## src/rtl/alu_datamem_stage_pkg.sv

```systemverilog
// Shared encodings for the ALU / data-memory stage: ALU control codes, main-controller
// ALU operation classes and the instruction opcodes the ALU decoder understands.
package alu_datamem_stage_pkg;

  typedef enum logic [2:0] {
    AluAdd = 3'b000,
    AluSub = 3'b001,
    AluInv = 3'b010,
    AluShl = 3'b011,
    AluShr = 3'b100,
    AluAnd = 3'b101,
    AluOr  = 3'b110,
    AluSlt = 3'b111
  } alu_cnt_e;

  typedef enum logic [1:0] {
    AluOpRtype = 2'b00,
    AluOpBranch = 2'b01,
    AluOpMem   = 2'b10,
    AluOpRsvd  = 2'b11
  } alu_op_e;

  localparam logic [3:0] OpAdd = 4'b0010;
  localparam logic [3:0] OpSub = 4'b0011;
  localparam logic [3:0] OpInv = 4'b0100;
  localparam logic [3:0] OpShl = 4'b0101;
  localparam logic [3:0] OpShr = 4'b0110;
  localparam logic [3:0] OpAnd = 4'b0111;
  localparam logic [3:0] OpOr  = 4'b1000;
  localparam logic [3:0] OpSlt = 4'b1001;

endpackage

```

## src/rtl/alu_core.sv

```systemverilog
// Purely combinational 16-bit ALU with a zero flag; add/sub wrap, shifts saturate to 0.
module alu_core
  import alu_datamem_stage_pkg::*;
(
  input  alu_cnt_e    alu_cnt_i,
  input  logic [15:0] a_i,
  input  logic [15:0] b_i,
  output logic [15:0] result_o,
  output logic        zero_o
);

  logic shamt_big;

  // The full 16-bit b is the shift amount, so anything past 15 clears the result.
  assign shamt_big = (b_i > 16'd15);

  always_comb begin
    result_o = 16'h0000;
    unique case (alu_cnt_i)
      AluAdd: result_o = a_i + b_i;
      AluSub: result_o = a_i - b_i;
      AluInv: result_o = ~a_i;
      AluShl: result_o = shamt_big ? 16'h0000 : (a_i << b_i[3:0]);
      AluShr: result_o = shamt_big ? 16'h0000 : (a_i >> b_i[3:0]);
      AluAnd: result_o = a_i & b_i;
      AluOr:  result_o = a_i | b_i;
      AluSlt: result_o = {15'h0000, (a_i < b_i)};
      default: result_o = 16'h0000;
    endcase
  end

  assign zero_o = (result_o == 16'h0000);

endmodule

```

## src/rtl/alu_datamem_stage.sv

```systemverilog
// Execute + data-memory stage: ALU control decode, ALU, and a word-addressed data memory
// indexed by the ALU result byte address.
module alu_datamem_stage
  import alu_datamem_stage_pkg::*;
#(
  parameter int unsigned DEPTH = 8,
  parameter int unsigned AW    = 3
) (
  input  logic        clk,
  input  logic        rst_n,
  input  logic [1:0]  alu_op,
  input  logic [3:0]  opcode,
  input  logic [15:0] a,
  input  logic [15:0] b,
  input  logic [15:0] mem_write_data,
  input  logic        mem_write_en,
  input  logic        mem_read,
  output logic [2:0]  alu_cnt,
  output logic [15:0] alu_result,
  output logic        zero,
  output logic [15:0] mem_read_data
);

  alu_cnt_e        alu_cnt_sel;
  logic [AW-1:0]   mem_idx;
  logic [15:0]     mem_q [DEPTH];
  logic            unused_addr_bits;

  always_comb begin
    alu_cnt_sel = AluAdd;
    unique case (alu_op)
      AluOpRtype: begin
        case (opcode)
          OpAdd:   alu_cnt_sel = AluAdd;
          OpSub:   alu_cnt_sel = AluSub;
          OpInv:   alu_cnt_sel = AluInv;
          OpShl:   alu_cnt_sel = AluShl;
          OpShr:   alu_cnt_sel = AluShr;
          OpAnd:   alu_cnt_sel = AluAnd;
          OpOr:    alu_cnt_sel = AluOr;
          OpSlt:   alu_cnt_sel = AluSlt;
          default: alu_cnt_sel = AluAdd;
        endcase
      end
      AluOpBranch: alu_cnt_sel = AluSub;
      AluOpMem:    alu_cnt_sel = AluAdd;
      default:     alu_cnt_sel = AluAdd;
    endcase
  end

  assign alu_cnt = alu_cnt_sel;

  alu_core u_alu_core (
    .alu_cnt_i (alu_cnt_sel),
    .a_i       (a),
    .b_i       (b),
    .result_o  (alu_result),
    .zero_o    (zero)
  );

  // Byte address: bit 0 aliases odd bytes onto their word, bits above AW wrap.
  assign mem_idx          = alu_result[AW:1];
  assign unused_addr_bits = ^{alu_result[15:AW+1], alu_result[0]};

  always_ff @(posedge clk or negedge rst_n) begin
    if (!rst_n) begin
      for (int i = 0; i < DEPTH; i++) begin
        mem_q[i] <= 16'h0000;
      end
    end else if (mem_write_en) begin
      mem_q[mem_idx] <= mem_write_data;
    end
  end

  assign mem_read_data = mem_read ? mem_q[mem_idx] : 16'h0000;

endmodule

```

## config.mk

```make
export PLATFORM = sky130hd
export DESIGN_NAME = alu_datamem_stage
export DESIGN_NICKNAME = d
export VERILOG_FILES = /design/src/rtl/alu_datamem_stage_pkg.sv /design/src/rtl/alu_core.sv /design/src/rtl/alu_datamem_stage.sv
export SDC_FILE = /design/constraint.sdc
export NUM_CORES = 1
export LEC_CHECK = 0
export CELL_PAD_IN_SITES_DETAIL_PLACEMENT = 0
export CELL_PAD_IN_SITES_GLOBAL_PLACEMENT = 1
export CORE_MARGIN = 4
export CORE_UTILIZATION = 50
export DETAILED_ROUTE_END_ITERATION = 12
export GPL_ROUTABILITY_DRIVEN = 0
export PLACE_DENSITY = 0.89
export SKIP_CTS_REPAIR_TIMING = 1
export SYNTH_ARGS = -nofsm -noshare
export SYNTH_HDL_FRONTEND = slang
export SYNTH_SLANG_ARGS = --single-unit
export TNS_END_PERCENT = 50
```

## constraint.sdc

```tcl
create_clock -name clk -period 12 [get_ports clk]
set_clock_uncertainty 0.2 [all_clocks]
set_input_delay 1.2 -clock clk [delete_from_list [all_inputs] [get_ports clk]]
set_output_delay 1.2 -clock clk [all_outputs]
set_load 0.05 [all_outputs]
```

-- Word-level counts from Yosys, hierarchy flattened
Memories as Yosys holds them, arrays and structs flattened.
Cells that the tools add are included.
- add/sub/neg operators: 2
- magnitude comparators: 4
- equal/unequal tests: 8
- shifts and indexed selects: 2
- muxes and demuxes: 11
- bitwise logic cells: 4
- reductions and logical operators: 4
- operators with widths (kind ; number):
    bitwise mux 128 bit ; 1
    case mux 16 bit (8 select lines) ; 1
    two-way mux 16 bit ; 6
    binary-select mux 16 bit (select 3 bit) ; 1
    demux 16 bit (select 3 bit) ; 1
    adder 16 bit ; 1
    AND 16 bit ; 1
    > comparator 16 x 4 -> 1 bit (second input constant) ; 1
    zero test 16 bit ; 1
    less-than comparator 16 bit ; 1
    NOT 16 bit ; 1
    OR 16 bit ; 1
    left shift 16 x 4 -> 16 bit ; 1
    right shift 16 x 4 -> 16 bit ; 1
    subtractor 16 bit ; 1
    == test 3 bit (second input constant) ; 4
    == test 3 x 2 -> 1 bit (second input constant) ; 2
    case mux 3 bit (2 select lines) ; 1
    >= comparator 4 bit (second input constant) ; 1
    less-than comparator 4 x 1 -> 1 bit (second input constant) ; 1
    NOT 3 -> 4 bit ; 1
    == test 3 x 1 -> 1 bit (second input constant) ; 1
    zero test 3 bit ; 1
    == test 2 x 1 -> 1 bit (second input constant) ; 1
    2 further kinds ; 2
- flip-flop bits (word level): 128
- memory bits (read-only): 48
- bits of input ports: 58
- output and inout port bits: 36
- logic and storage cells: 44
- memories: 1
- memories (memory ; depth ; bits a word ; rd ports ; clocked after memory_dff ; write ports ; line ; RTL):
    (no name shown) ; 16 ; 3 ; 1 ; 0 ; 0 ; alu_datamem_stage.sv:33 ; case (opcode)

-- Longest topological paths before layout
- word-level depth: 10
- mapped depth: 15
- mapped depth without buffers: 12

-- Hierarchy
Synthesis repeated with hierarchy kept, for this count alone.
- cells, all modules: 1019
- area total of the unflattened synthesis: 10366.2 sq um
- by module, submodules not included (module ; instances ; cells an instance ; area each (sq um) ; seq. area each (sq um)):
    alu_datamem_stage ; 1 ; 462 ; 6279.8 ; 3203.1
    alu_core ; 1 ; 557 ; 4086.4 ; 0.0

-- Worst setup path after synthesis
No wires, ideal clock.
- path type: input -> output
- start: in b[2]
- end: out zero
- arrival: 5793 ps
- required time: 10600 ps
- slack: 4807 ps
- stages on the path: 13
- buffers on the path: 3
- cells stage by stage: buf_2 inv_1 clkbuf_1 ha_1 clkbuf_1 or4_1 nand3_1 a211oi_1 o31a_1 or4_1 or4bb_1 or4_1 nor4_2
- cells in the longest elaborated chain, start to end: 4
- elaborated cells between the ends (all ways): 12
- those cells by class: add/sub (2); order compare (2); shift (2); mux (3); bitwise (2); reduce/logical (1)
- RTL lines (what ; line ; RTL):
    start: declaration ; alu_datamem_stage.sv:14 ; input logic [15:0] b,
    > comparator 16 x 4 -> 1 bit (tied with other cells) ; alu_core.sv:15 ; assign shamt_big = (b_i > 16'd15);
    two-way mux 16 bit (on tied branches) ; alu_core.sv:24, alu_core.sv:23 ;
    case mux 16 bit (8 select lines) (*) ; alu_core.sv:19 ; unique case (alu_cnt_i)
    named net alu_result[7] ; alu_datamem_stage.sv:19 ; output logic [15:0] alu_result,
    zero test 16 bit (*) ; alu_core.sv:32 ; assign zero_o = (result_o == 16'h0000);
    end: declaration ; alu_datamem_stage.sv:20 ; output logic zero,
The timed path passes the listed nets; every way through them passes the cells marked *.

-- Worst setup path after layout
- start: in b[2]
- end: out zero
- cells in the longest elaborated chain, start to end: 4
- elaborated cells between the ends (all ways): 12
- those cells by class: add/sub (2); order compare (2); shift (2); mux (3); bitwise (2); reduce/logical (1)
- RTL lines (what ; line):
    > comparator 16 x 4 -> 1 bit (tied with other cells) ; alu_core.sv:15
    two-way mux 16 bit (on tied branches) ; alu_core.sv:24, alu_core.sv:23
    case mux 16 bit (8 select lines) (*) ; alu_core.sv:19
    zero test 16 bit (*) ; alu_core.sv:32
Mark *: on every way between the ends. The rest lies on a longest branch, timed or not.

==> flow_summary.yaml <==
logic_synthesis:
  syn_nets: 1155
  yosysTopAreaCell: "dfrtp_1"
  synth_edf_count: 0
  post-synth-top-area-fraction_pct: 31.13
  seq_area_frac_synth_pct: 31.13
  ys_seq_elements: 128
  yosysUniqueCellTypes: 76
  ys_async_sr_fraction_pct: 100.0
  synth_cells: 1046
  ys.flop_type: "dfrtp_1"
  synth_top_cells_by_area: "dfrtp_1 (31%), mux2_2 (18%), ha_1 (6.0%), mux4_2 (5.5%), mux2i_1 (4.6%)"
  synth_warnings: 0
  syn_area_per_cell_sq_um: 9.836
  synth.cell_area_sq_um: 10290
global_routing:
  grt_overflow: 0
  grt_pass1_wl_mm: 46.90
  grt_usage_pct: 26.13
  grt_max_degree: 81
  first_global_vias: 8627
  antenna_found_initial: 1
layout:
  final_layout_size_suffix_gt1_share_pct: 23.60
  nets: 1203
  reg_top3: "mem_q x128"
  regMostFlops: "mem_q"
  largest_reg_flops: 128
  utilization_pct: 58.98
  final_area_sq_um: 11930
  syn_to_final_growth_pct: 15.99
  antenna_cells: 0
critical_path:
  rr_endpoint: "mem_q[96]"
  worstSetupStartpointType: "input pin"
  cp-startpoint: "b[2]"
  path_max_fanout: 71
  cp_slowest_cell: "clkdlybuf4s50_1"
  ff2ff_setup_slack_ps: 11000
  crit_path_end_kind: "output port"
  slowest_delay_ps: 830
  arrival_ps: 7100
  worstSetupEndpoint: "zero"
  rr_worst_depth: 1
  crit_chain: "clkdlybuf4s50_1 > buf_4 > inv_1 > ha_1 > xnor2_1 > o221ai_1 > a211o_1 > o32a_2 > buf_4 > or4_1 > or4_1 > or4_1 > nor4_2 > clkdlybuf4s50_1"
  worst_path_most_repeated_cell: "or4_1"
  regToRegStartpoint: "mem_q[96]"
  cp.required_ps: 10600
  crit_type: "in -> out"
placement:
  dp_slack_ps: 3545
  place_area_sq_um: 11330
  io_buffers: 93
  dpl.hpwl_mm: 20.26
timing:
  hold_violations: 0
  max_slew_margin_pct: 26.75
  fin_setup_tns_ps: 0
  min_period_ps: 8505
  post-route-period-util_pct: 70.87
  fin_ws_ps: 3496
  setup_violations: 0
  worst_slew_pin_slew_ps: 1089
  final-max-slew-violation-count: 0
  clock.fmax_mhz: 117.6
  rsz0062_at_grt: "false"
floorplan:
  die_w_um: 151.4
  core_area_sq_um: 20230
  die_h_um: 151.4
  ios: 94
  placementRows: 52
  start_util_pct: 50.85
  dieArea_sq_um: 22940
drt:
  wirelength_mm: 29.80
  wl_per_cell_um: 21.66
  vias: 8671
  viasPerCell: 6.302
  antenna_left: 0
  dr.pass1.iters: 5
  drt_iter0_drc: 729
  drc: 0
cts:
  cts_sinks: 128
  clk_latency_ps: 400
  htree_levels: 4
  cts_tree: "yes"
  cts.clk_slew.worst_paths_ps: 60
  cts-root-buf: "clkbuf_16"
  cts_made_buffers: 17
  max-clock-path-buffers: 2
worst_hold_path:
  hold_path_class: "reg -> reg"
power_and_ir_drop:
  powerDensity_nw_per_um2: 179.6
  p_comb_share_pct: 40.5
  seqPwrFrac_pct: 35.2
  power.total_mw: 2.143
  p_sw_share_pct: 34.32
  p_int_mw: 1.408
  p_switching_mw: 0.7355
  power_leakage_nw: 5.019
  ir_drop_uv: 192.9
  clock_power_share_pct: 24.3
run_status:
  status: "complete, no violations"
flow_run:
  maxCapViolCount: 0
layout make-up:
cell class              count  area, sq um
fillers                  1682         8300
multi-input cells         785         6558
flip-flops and latches    128         3203
repair buffers            107         1028
clock buffers              18        439.2
well taps                 270        337.8
inverters                  55        206.4
clock inverters            13        161.4
cell usage after synthesis, types with 4 or more instances:
cell	count
a211oi_1	13
ha_1	49
o21bai_1	5
o22ai_1	8
a21o_1	8
mux2_2	165
o31ai_1	4
a22o_1	18
nand4_1	5
mux4_2	25
o211ai_1	12
clkbuf_1	42
xnor2_1	6
dfrtp_1	128
nand2b_1	11
nand3_1	18
and3_1	9
or3_1	12
and2_1	6
o2111ai_1	5
a31oi_1	4
nor4_1	7
a21oi_1	43
o221ai_1	9
nor2b_1	5
nor2_1	49
o21a_1	5
buf_2	26
inv_1	54
mux2i_1	47
or4_1	5
o21ai_0	62
a211o_1	5
nor3_1	17
buf_1	6
o311a_1	4
nand3b_1	5
nand2_1	82
power by group through the flow:
stage | logic, mW | clock network, mW | registers (mW)
3_3_place_gp | 0.841 | 0 | 0.743
2_1_floorplan | 0.656 | 0 | 0.724
4_1_cts | 0.871 | 0.528 | 0.756
5_1_grt | 0.941 | 0.548 | 0.781
3_5_place_dp | 0.860 | 0 | 0.759
6_report | 0.869 | 0.520 | 0.754
cells in the final DEF, fill, tap and decap left out, types with 6 or more instances in the layout:
master and n:
clkdlybuf4s50_1 91, nor3_1 17, inv_1 54, xnor2_1 6, mux4_2 25, and3_1 9, nand2b_1 11, and2_1 6
ha_1 49, or3_1 12, o221ai_1 9, dfrtp_1 128, nand2_1 82, buf_4 15, mux2_2 165, nor4_1 7
nand3_1 18, a22o_1 18, o21ai_0 61, o22ai_1 8, o211ai_1 12, mux2i_1 47, a211oi_1 12, nor2_1 47
a21o_1 8, a21oi_1 43, clkbuf_16 17
how the worst min path moves through the flow:
stage	start	to	slack, ps	depth (start not counted)
floorplan	mem_q[70]	mem_q[70]	270	1
detailed placement	mem_q[79]	mem_q[79]	290	1
CTS	mem_q[74]	mem_q[74]	300	1
finish	mem_q[13]	mem_q[13]	300	1
global placement	mem_q[74]	mem_q[74]	280	1
global route	mem_q[121]	mem_q[121]	320	1
metrics by stage:
step | cells | hold WS [ps]
global route | 1376 | 316.1
floorplan | 1046 | 273.7
global placement | 1345 | 281.4
detailed placement | 1345 | 290.4
CTS | 1376 | 303.8
finish | 1376 | 301.2
per-layer routing:
layer / track usage [%] / up-vias / wire length [um]
li1: - / 3973 / -
met1: 34.03 / 4265 / 12260
met2: 43.74 / 356 / 14690
met3: 4.010 / 75 / 1810
met4: 10.20 / 2 / 1026
met5: 0 / - / 13
kinds of logic after synthesis:
group / Yosys count / share of synthesized area, %
AND/OR/NAND/NOR: 249 / 12.20
AO/OA/AOI/OAI: 238 / 15.99
multiplexers: 238 / 28.21
buffers and inverters: 133 / 5.351
flip-flops: 128 / 31.13
adder cells (fa/ha/maj): 51 / 6.348
XOR/XNOR: 9 / 0.7662
worst max-delay path, delay by kind of cell:
kind,cells,cell delay [ps]
buf+inv,5,2510
simple gates,4,1790
compound gates,3,830
fa+ha+maj,1,570
xor+xnor,1,150
Note: power is estimated with default switching activity, not from simulation.
